`config.mk`:
```
export PLATFORM = sky130hd
export DESIGN_NAME = alu_issue_ctrl
export DESIGN_NICKNAME = d
export VERILOG_FILES = /design/src/rtl/alu_issue_ctrl.sv
export SDC_FILE = /design/constraint.sdc
export NUM_CORES = 1
export LEC_CHECK = 0
export BUFFER_PORTS_ARGS = -buffer_cell sky130_fd_sc_hd__buf_2
export CAP_MARGIN = 0
export CORE_UTILIZATION = 50
export CTS_CLUSTER_SIZE = 10
export DETAILED_ROUTE_END_ITERATION = 6
export PLACE_DENSITY = 0.84
export SYNTH_ARGS = -nofsm -noshare
export SYNTH_HDL_FRONTEND = slang
export SYNTH_SLANG_ARGS = --single-unit
```
`constraint.sdc`:
```
create_clock -name clk -period 3 [get_ports clk]
set_input_delay 0.3 -clock clk [delete_from_list [all_inputs] [get_ports clk]]
set_output_delay 0.3 -clock clk [all_outputs]
set_load 0.05 [all_outputs]
```
`src/rtl/alu_issue_ctrl.sv`:
```
// Issue/writeback stage around the 16-bit ripple ALU.
// Registers a command, drives the ALU for one cycle, then holds the result for downstream.
module alu_issue_ctrl #(
    parameter int W     = 16,
    parameter int CNT_W = 8
) (
    input  logic             clk,
    input  logic             rst_n,
    input  logic             in_valid,
    output logic             in_ready,
    input  logic [2:0]       in_funct,
    input  logic [W-1:0]     in_src1,
    input  logic [W-1:0]     in_src2,
    output logic [W-1:0]     alu_src1,
    output logic [W-1:0]     alu_src2,
    output logic             alu_invert_a,
    output logic             alu_invert_b,
    output logic [1:0]       alu_operation,
    input  logic [W-1:0]     alu_result,
    input  logic             alu_zero,
    input  logic             alu_overflow,
    output logic             out_valid,
    input  logic             out_ready,
    output logic [W-1:0]     out_result,
    output logic             out_zero,
    output logic             out_overflow,
    output logic             out_illegal,
    output logic             sticky_ovf,
    input  logic             sticky_ovf_clr,
    output logic [CNT_W-1:0] issue_count
);

    typedef enum logic [1:0] {
        S_IDLE,
        S_EXEC,
        S_DONE
    } state_e;

    state_e state_q, state_d;
    logic   accept;
    logic   capture;

    logic       dec_inv_a;
    logic       dec_inv_b;
    logic [1:0] dec_op;
    logic       dec_arith;
    logic       dec_ill;

    logic [W-1:0]     src1_q, src2_q;
    logic             inv_a_q, inv_b_q;
    logic [1:0]       op_q;
    logic             arith_q, ill_q;
    logic [W-1:0]     res_q;
    logic             zero_q, ovf_q, ill_out_q;
    logic             sticky_q, sticky_d;
    logic [CNT_W-1:0] cnt_q, cnt_d;

    // State register
    always_ff @(posedge clk or negedge rst_n) begin
        if (!rst_n) begin
            state_q <= S_IDLE;
        end else begin
            state_q <= state_d;
        end
    end

    // Next state and handshake outputs; DONE hands in_ready over to out_ready
    always_comb begin
        state_d   = state_q;
        in_ready  = 1'b0;
        out_valid = 1'b0;
        unique case (state_q)
            S_IDLE: begin
                in_ready = 1'b1;
                if (in_valid) state_d = S_EXEC;
            end
            S_EXEC: begin
                state_d = S_DONE;
            end
            S_DONE: begin
                out_valid = 1'b1;
                in_ready  = out_ready;
                if (out_ready) state_d = in_valid ? S_EXEC : S_IDLE;
            end
            default: begin
                state_d = S_IDLE;
            end
        endcase
    end

    assign accept  = in_valid & in_ready;
    assign capture = (state_q == S_EXEC);

    // Funct to ALU control decode; illegal funct drives a harmless AND
    always_comb begin
        dec_inv_a = 1'b0;
        dec_inv_b = 1'b0;
        dec_op    = 2'b00;
        dec_arith = 1'b0;
        dec_ill   = 1'b0;
        unique case (in_funct)
            3'b000: begin dec_op = 2'b10; dec_arith = 1'b1; end
            3'b001: begin dec_inv_b = 1'b1; dec_op = 2'b10; dec_arith = 1'b1; end
            3'b010: begin dec_op = 2'b00; end
            3'b011: begin dec_op = 2'b01; end
            3'b100: begin dec_inv_a = 1'b1; dec_inv_b = 1'b1; dec_op = 2'b00; end
            3'b101: begin dec_inv_a = 1'b1; dec_inv_b = 1'b1; dec_op = 2'b01; end
            3'b110: begin dec_inv_b = 1'b1; dec_op = 2'b11; end
            default: begin dec_ill = 1'b1; end
        endcase
    end

    // Command registers feeding the ALU; they hold until the next accept
    always_ff @(posedge clk or negedge rst_n) begin
        if (!rst_n) begin
            src1_q  <= '0;
            src2_q  <= '0;
            inv_a_q <= 1'b0;
            inv_b_q <= 1'b0;
            op_q    <= 2'b00;
            arith_q <= 1'b0;
            ill_q   <= 1'b0;
        end else if (accept) begin
            src1_q  <= in_src1;
            src2_q  <= in_src2;
            inv_a_q <= dec_inv_a;
            inv_b_q <= dec_inv_b;
            op_q    <= dec_op;
            arith_q <= dec_arith;
            ill_q   <= dec_ill;
        end
    end

    // Result capture at the end of EXEC; overflow only means something for ADD/SUB
    always_ff @(posedge clk or negedge rst_n) begin
        if (!rst_n) begin
            res_q     <= '0;
            zero_q    <= 1'b0;
            ovf_q     <= 1'b0;
            ill_out_q <= 1'b0;
        end else if (capture) begin
            res_q     <= ill_q ? '0 : alu_result;
            zero_q    <= ~ill_q & alu_zero;
            ovf_q     <= arith_q & alu_overflow;
            ill_out_q <= ill_q;
        end
    end

    // Sticky overflow: a same-cycle set beats the clear
    always_comb begin
        sticky_d = sticky_q;
        if (sticky_ovf_clr) sticky_d = 1'b0;
        if (capture && arith_q && alu_overflow) sticky_d = 1'b1;
    end

    assign cnt_d = accept ? cnt_q + 1'b1 : cnt_q;

    // Sticky flag and free-running issue counter
    always_ff @(posedge clk or negedge rst_n) begin
        if (!rst_n) begin
            sticky_q <= 1'b0;
            cnt_q    <= '0;
        end else begin
            sticky_q <= sticky_d;
            cnt_q    <= cnt_d;
        end
    end

    assign alu_src1      = src1_q;
    assign alu_src2      = src2_q;
    assign alu_invert_a  = inv_a_q;
    assign alu_invert_b  = inv_b_q;
    assign alu_operation = op_q;
    assign out_result    = res_q;
    assign out_zero      = zero_q;
    assign out_overflow  = ovf_q;
    assign out_illegal   = ill_out_q;
    assign sticky_ovf    = sticky_q;
    assign issue_count   = cnt_q;

endmodule
```
==> Word level (Yosys, flattened, before mapping) <==
Index checks and enable logic that the tools add are counted.
{ "op_classes": {"mux": 14, "n_eq_ne": 10, "bitwise_logic": 4, "reduce_logical": 11, "n_addsub": 1} }
{ "ops": {"columns": ["cell", "count"], "rows": [
  ["$mux 16", 1],
  ["$pmux 2 s3", 2],
  ["$eq 3x3->1 const B", 3],
  ["$add 8x1->8 const B", 1],
  ["$mux 1", 8],
  ["$reduce_or 7->1", 1],
  ["$eq 3x2->1 const B", 2],
  ["$reduce_or 2->1", 3],
  ["$mux 2", 2],
  ["$ne 2x2->1 const B", 2],
  ["$reduce_or 4->1", 1],
  ["$and 1x1->1", 3],
  ["$eq 3x1->1 const B", 1],
  ["$logic_not 3->1", 1],
  ["$eq 2x1->1 const B", 1],
  ["$eq 2x2->1 const B", 1],
  ["$logic_and 1x1->1", 2],
  ["$logic_not 2->1", 1],
  ["$pmux 1 s2", 1],
  ["$reduce_and 2->1", 1],
  ["$reduce_bool 2->1", 1],
  ["$not 1->1", 1]
]} }
{ "word_totals": {"register_bits": 68, "elab_cells": 54, "in_bits": 58, "output_inout_bits": 66} }

==> Depth between registers and ports, before layout <==
{ "logic_depth": {"ltp_word": 4, "depth_mapped": 6} }

==> Worst setup path after synthesis <==
No wires, ideal clock.
{ "synth_path": {"path_type": "register to output", "from": "reg state_q[1]", "to": "out in_ready", "required_time_ns": 2.700, "setup_slack_ns": 1.331, "t_arrival_ns": 1.369, "n_path_buf": 1, "path_stages_with_launch": 4, "path_cell_list": "dfrtp_1 and2b_4 buf_2 nor2_1"} }
{ "synth_between": {"elab_chain_cells": 2, "elab_cells_between_ends": 3, "cone_classes": "eq/ne (1); mux (1); reduce/logical (1)"} }
{ "synth_lines": {"columns": ["element", "line_no", "text"], "rows": [
  ["start, declared", "39", "state_e state_q, state_d;"],
  ["start signal, assigned", "63", "state_q <= state_d;"],
  ["$eq 2x2->1 or $logic_not 2->1 (tied branches)", "72", "unique case (state_q)"],
  ["$pmux 1 s2 (*)", "72", null],
  ["end, declared", "10", "output logic in_ready,"]
]} }
Mark *: on every way between the ends. The rest lies on a longest branch, timed or not.

==> Worst setup path after layout <==
{ "layout_path": {"from": "reg state_q[0]", "to": "reg src2_q[3] (netlist: alu_src2[3])"} }
{ "layout_between": {"elab_chain_cells": 3, "elab_cells_between_ends": 4, "cone_classes": "eq/ne (1); mux (1); bitwise (1); reduce/logical (1)"} }
{ "layout_lines": {"columns": ["element", "line_no", "text"], "rows": [
  ["$eq 2x2->1 or $logic_not 2->1 (tied branches)", "72", null],
  ["$pmux 1 s2 (*)", "72", null],
  ["$and 1x1->1 (*)", "91", "assign accept = in_valid & in_ready;"],
  ["end signal, assigned", "125", "src2_q <= in_src2;"],
  ["end, declared", "49", "logic [W-1:0] src1_q, src2_q;"]
]} }
Marks and branches as above.
A chain may end at the register's enable or synchronous reset.

==> impl_metrics.toml <==
[final_layout]
ff_latch_area_um2 = 1700
mostFrequentLayoutCells = "buf_2, dfrtp_1, mux2_2, o21ai_0, nand2_1"
syn_to_final_growth_pct = 31.7
fill_cells = 414
final_layout_size_suffix_gt1_share_pct = 52.2
nets = 401
final_common_cell = "buf_2"
multi_input_area_um2 = 1010
antenna_cells = 0

[clocking]
htreeDepth = 3
cts_buffer_depth = 2
clock_latency_ns = 0.33
clockRootBuffer = "clkbuf_8"
cts_made_buffers = 9
cts_tree = "yes"
clk_pin_slew_ns = 0.08
cts.sinks = 68
postCtsSetupBuffers = 0
cts_resized = 0
ctsHoldBuffers = 0

[logic_synthesis]
synth-async-reset-ratio_pct = 100
ys_top_cells_by_area = "dfrtp_1, mux2_2, mux2_4"
synth_nets = 275
yosysWarnings = 0
ys.flop_type = "dfrtp_1"
yosysTopAreaCellShare_pct = 60.7
avgSynthCellArea_um2 = 13.0
yosysSeqAreaShare_pct = 60.7
synth_cell_type_count = 32
syn-instance-count = 216
synth-edff-count = 0
synth_mux_area_share_pct = 16.1
yosys.area.top_type = "dfrtp_1"
synth_top_family_by_area = "multiplexers"
synth.cell_area_um2 = 2810
synth_xor_area_share_pct = 2.19
synth-adder-area-share_pct = 0.446
synth-simple-area-share_pct = 12.0
synth_seq_cells = 68
synth_compound_area_share_pct = 5.44

[critical_path]
worstPathArrival_ns = 2.28
startpoint = "state_q[0]"
criticalPathCategory = "reg2reg"
critPathLaunchType = "register"
cp_max_fo = 21
required_ns = 3.21
reg2reg_from = "state_q[0]"
crit_path_end_kind = "register"

[global_route]
grt_pass1_vias = 2036
grt_pass1_wl_mm = 9.85
antenna_found_initial = 0
grt-ovfl-total = 0
grt_max_degree = 34
grt_use_total_pct = 21.4

[timing]
clock_skew_ns = 0.00570
min_period_over_period_pct = 69.1
min_period_ns = 2.07
maxSlewHeadroom_pct = 51.5
holdWs_ns = 0.0249
hold_viol_final = 0
timing.fmax_mhz = 482
slew_violations = 0
worst_pin_slew_ns = 0.727
setup_tns_ns = 0
setup_viol = 0
rsz0062_at_grt = "no"

[route]
wirelength_mm = 5.84
vias = 2061
wl_met2_mm = 2.81
top_layer_used = "met4"
wl_per_cell_um = 14.0
drt-initial-drc-count = 35
met1Wirelength_mm = 2.62
ant_nets = 0
wl_met3_um = 345
firstDrtPassIters = 4
drt-vias-per-instance = 4.94
drc = 0

[die]
die_area_um2 = 5910
initial_core_util_pct = 53.2
dieWidth_um = 76.9
ios = 124
rows = 26
core_um2 = 5270
fp.dieH_um = 76.9

[power_and_ir_drop]
power_density_nw_per_um2 = 1070
p_leak_nw = 1.88
peakVddDrop_v = 0.000608

[placement]
portBuffers = 123
hpwl_mm = 4.28
finalWeightedCongestion = 0.788

[job]
drv_cap = 0

[status]
status = "completed"

[hold_path]
hold_path.class = "in2async"
-- cell usage after synthesis (all sizes together) (3+ instances only) --
library cell  number
dfrtp             68
mux2              36
o21ai             23
nand2             22
nand2b            19
buf                7
xor2               6
clkbuf             5
a21oi              3
and2b              3
nand3              3
nor4               3
-- logic make-up (layout without fill, tap and decap cells) --
| logic type | after synthesis | after routing |
|---|---|---|
| mux | 37 | 37 |
| fa+ha+maj | 1 | 1 |
| xor+xnor | 7 | 7 |
| simple gates | 60 | 60 |
| buf+inv | 14 | 145 |
| compound gates | 29 | 29 |
| flops | 68 | 68 |
-- registers in the layout (all words and copies together) (netlist names), 2 cells and up --
name,cells
alu_src1,16
alu_src2,16
out_result,16
issue_count,8
alu_operation,2
state_q,2
-- path summary, 6_finish.rpt --
check / endpoint / slack [ns] / cells past startpoint
min reg2reg: issue_count[7] / 0.47 / 1
max reg2reg: alu_src2[3] / 0.93 / 4
min in group clk: sticky_ovf / 0.17 / 2
max in group asynchronous: issue_count[1] / 2.22 / 2
max: alu_src2[3] / 0.93 / 4
min: out_result[2] / 0.02 / 1
-- power by group --
group,switching (W),internal (W)
Clock,0.000352,0.000474
Combinational,0.00130,0.000454
Sequential,0.000179,0.00119
Total,0.00183,0.00212
-- layer usage --
metal	global-route usage (%)	vias to the layer above
met1	28.3	975
met5	0	-
met4	9.04	0
li1	-	986
met3	4.52	11
met2	34.3	89
-- area by class of cell --
class,instances,share of cell area [%]
Sequential cell,68,46.1
Multi-Input combinational cell,134,27.5
Timing Repair Buffer,127,17.8
Clock buffer,9,3.35
Clock inverter,7,2.71
Tap cell,70,2.37
Inverter,2,0.203
-- stage by stage --
step | utilization, % | total power (W) | std cells | setup slack (ns) | cell area (um^2)
2_1_floorplan | - | 0.00272 | 216 | 1.33 | 2810
3_3_place_gp | 65.8 | 0.00311 | 401 | 1.02 | 3470
3_5_place_dp | 65.8 | 0.00315 | 401 | 0.926 | 3470
4_1_cts | 70.1 | 0.00400 | 417 | 0.908 | 3690
5_1_grt | 70.1 | 0.00414 | 417 | 0.806 | 3690
6_report | 70.1 | 0.00395 | 417 | 0.927 | 3690
-- critical path, cell delays in order, from the launching register on --
cell      delay (ns)
dfrtp_1         0.44
nand2b_1        0.34
nor2_4          0.56
buf_12          0.25
mux2_2          0.35
No activity file was read; power rests on OpenSTA's default activity.
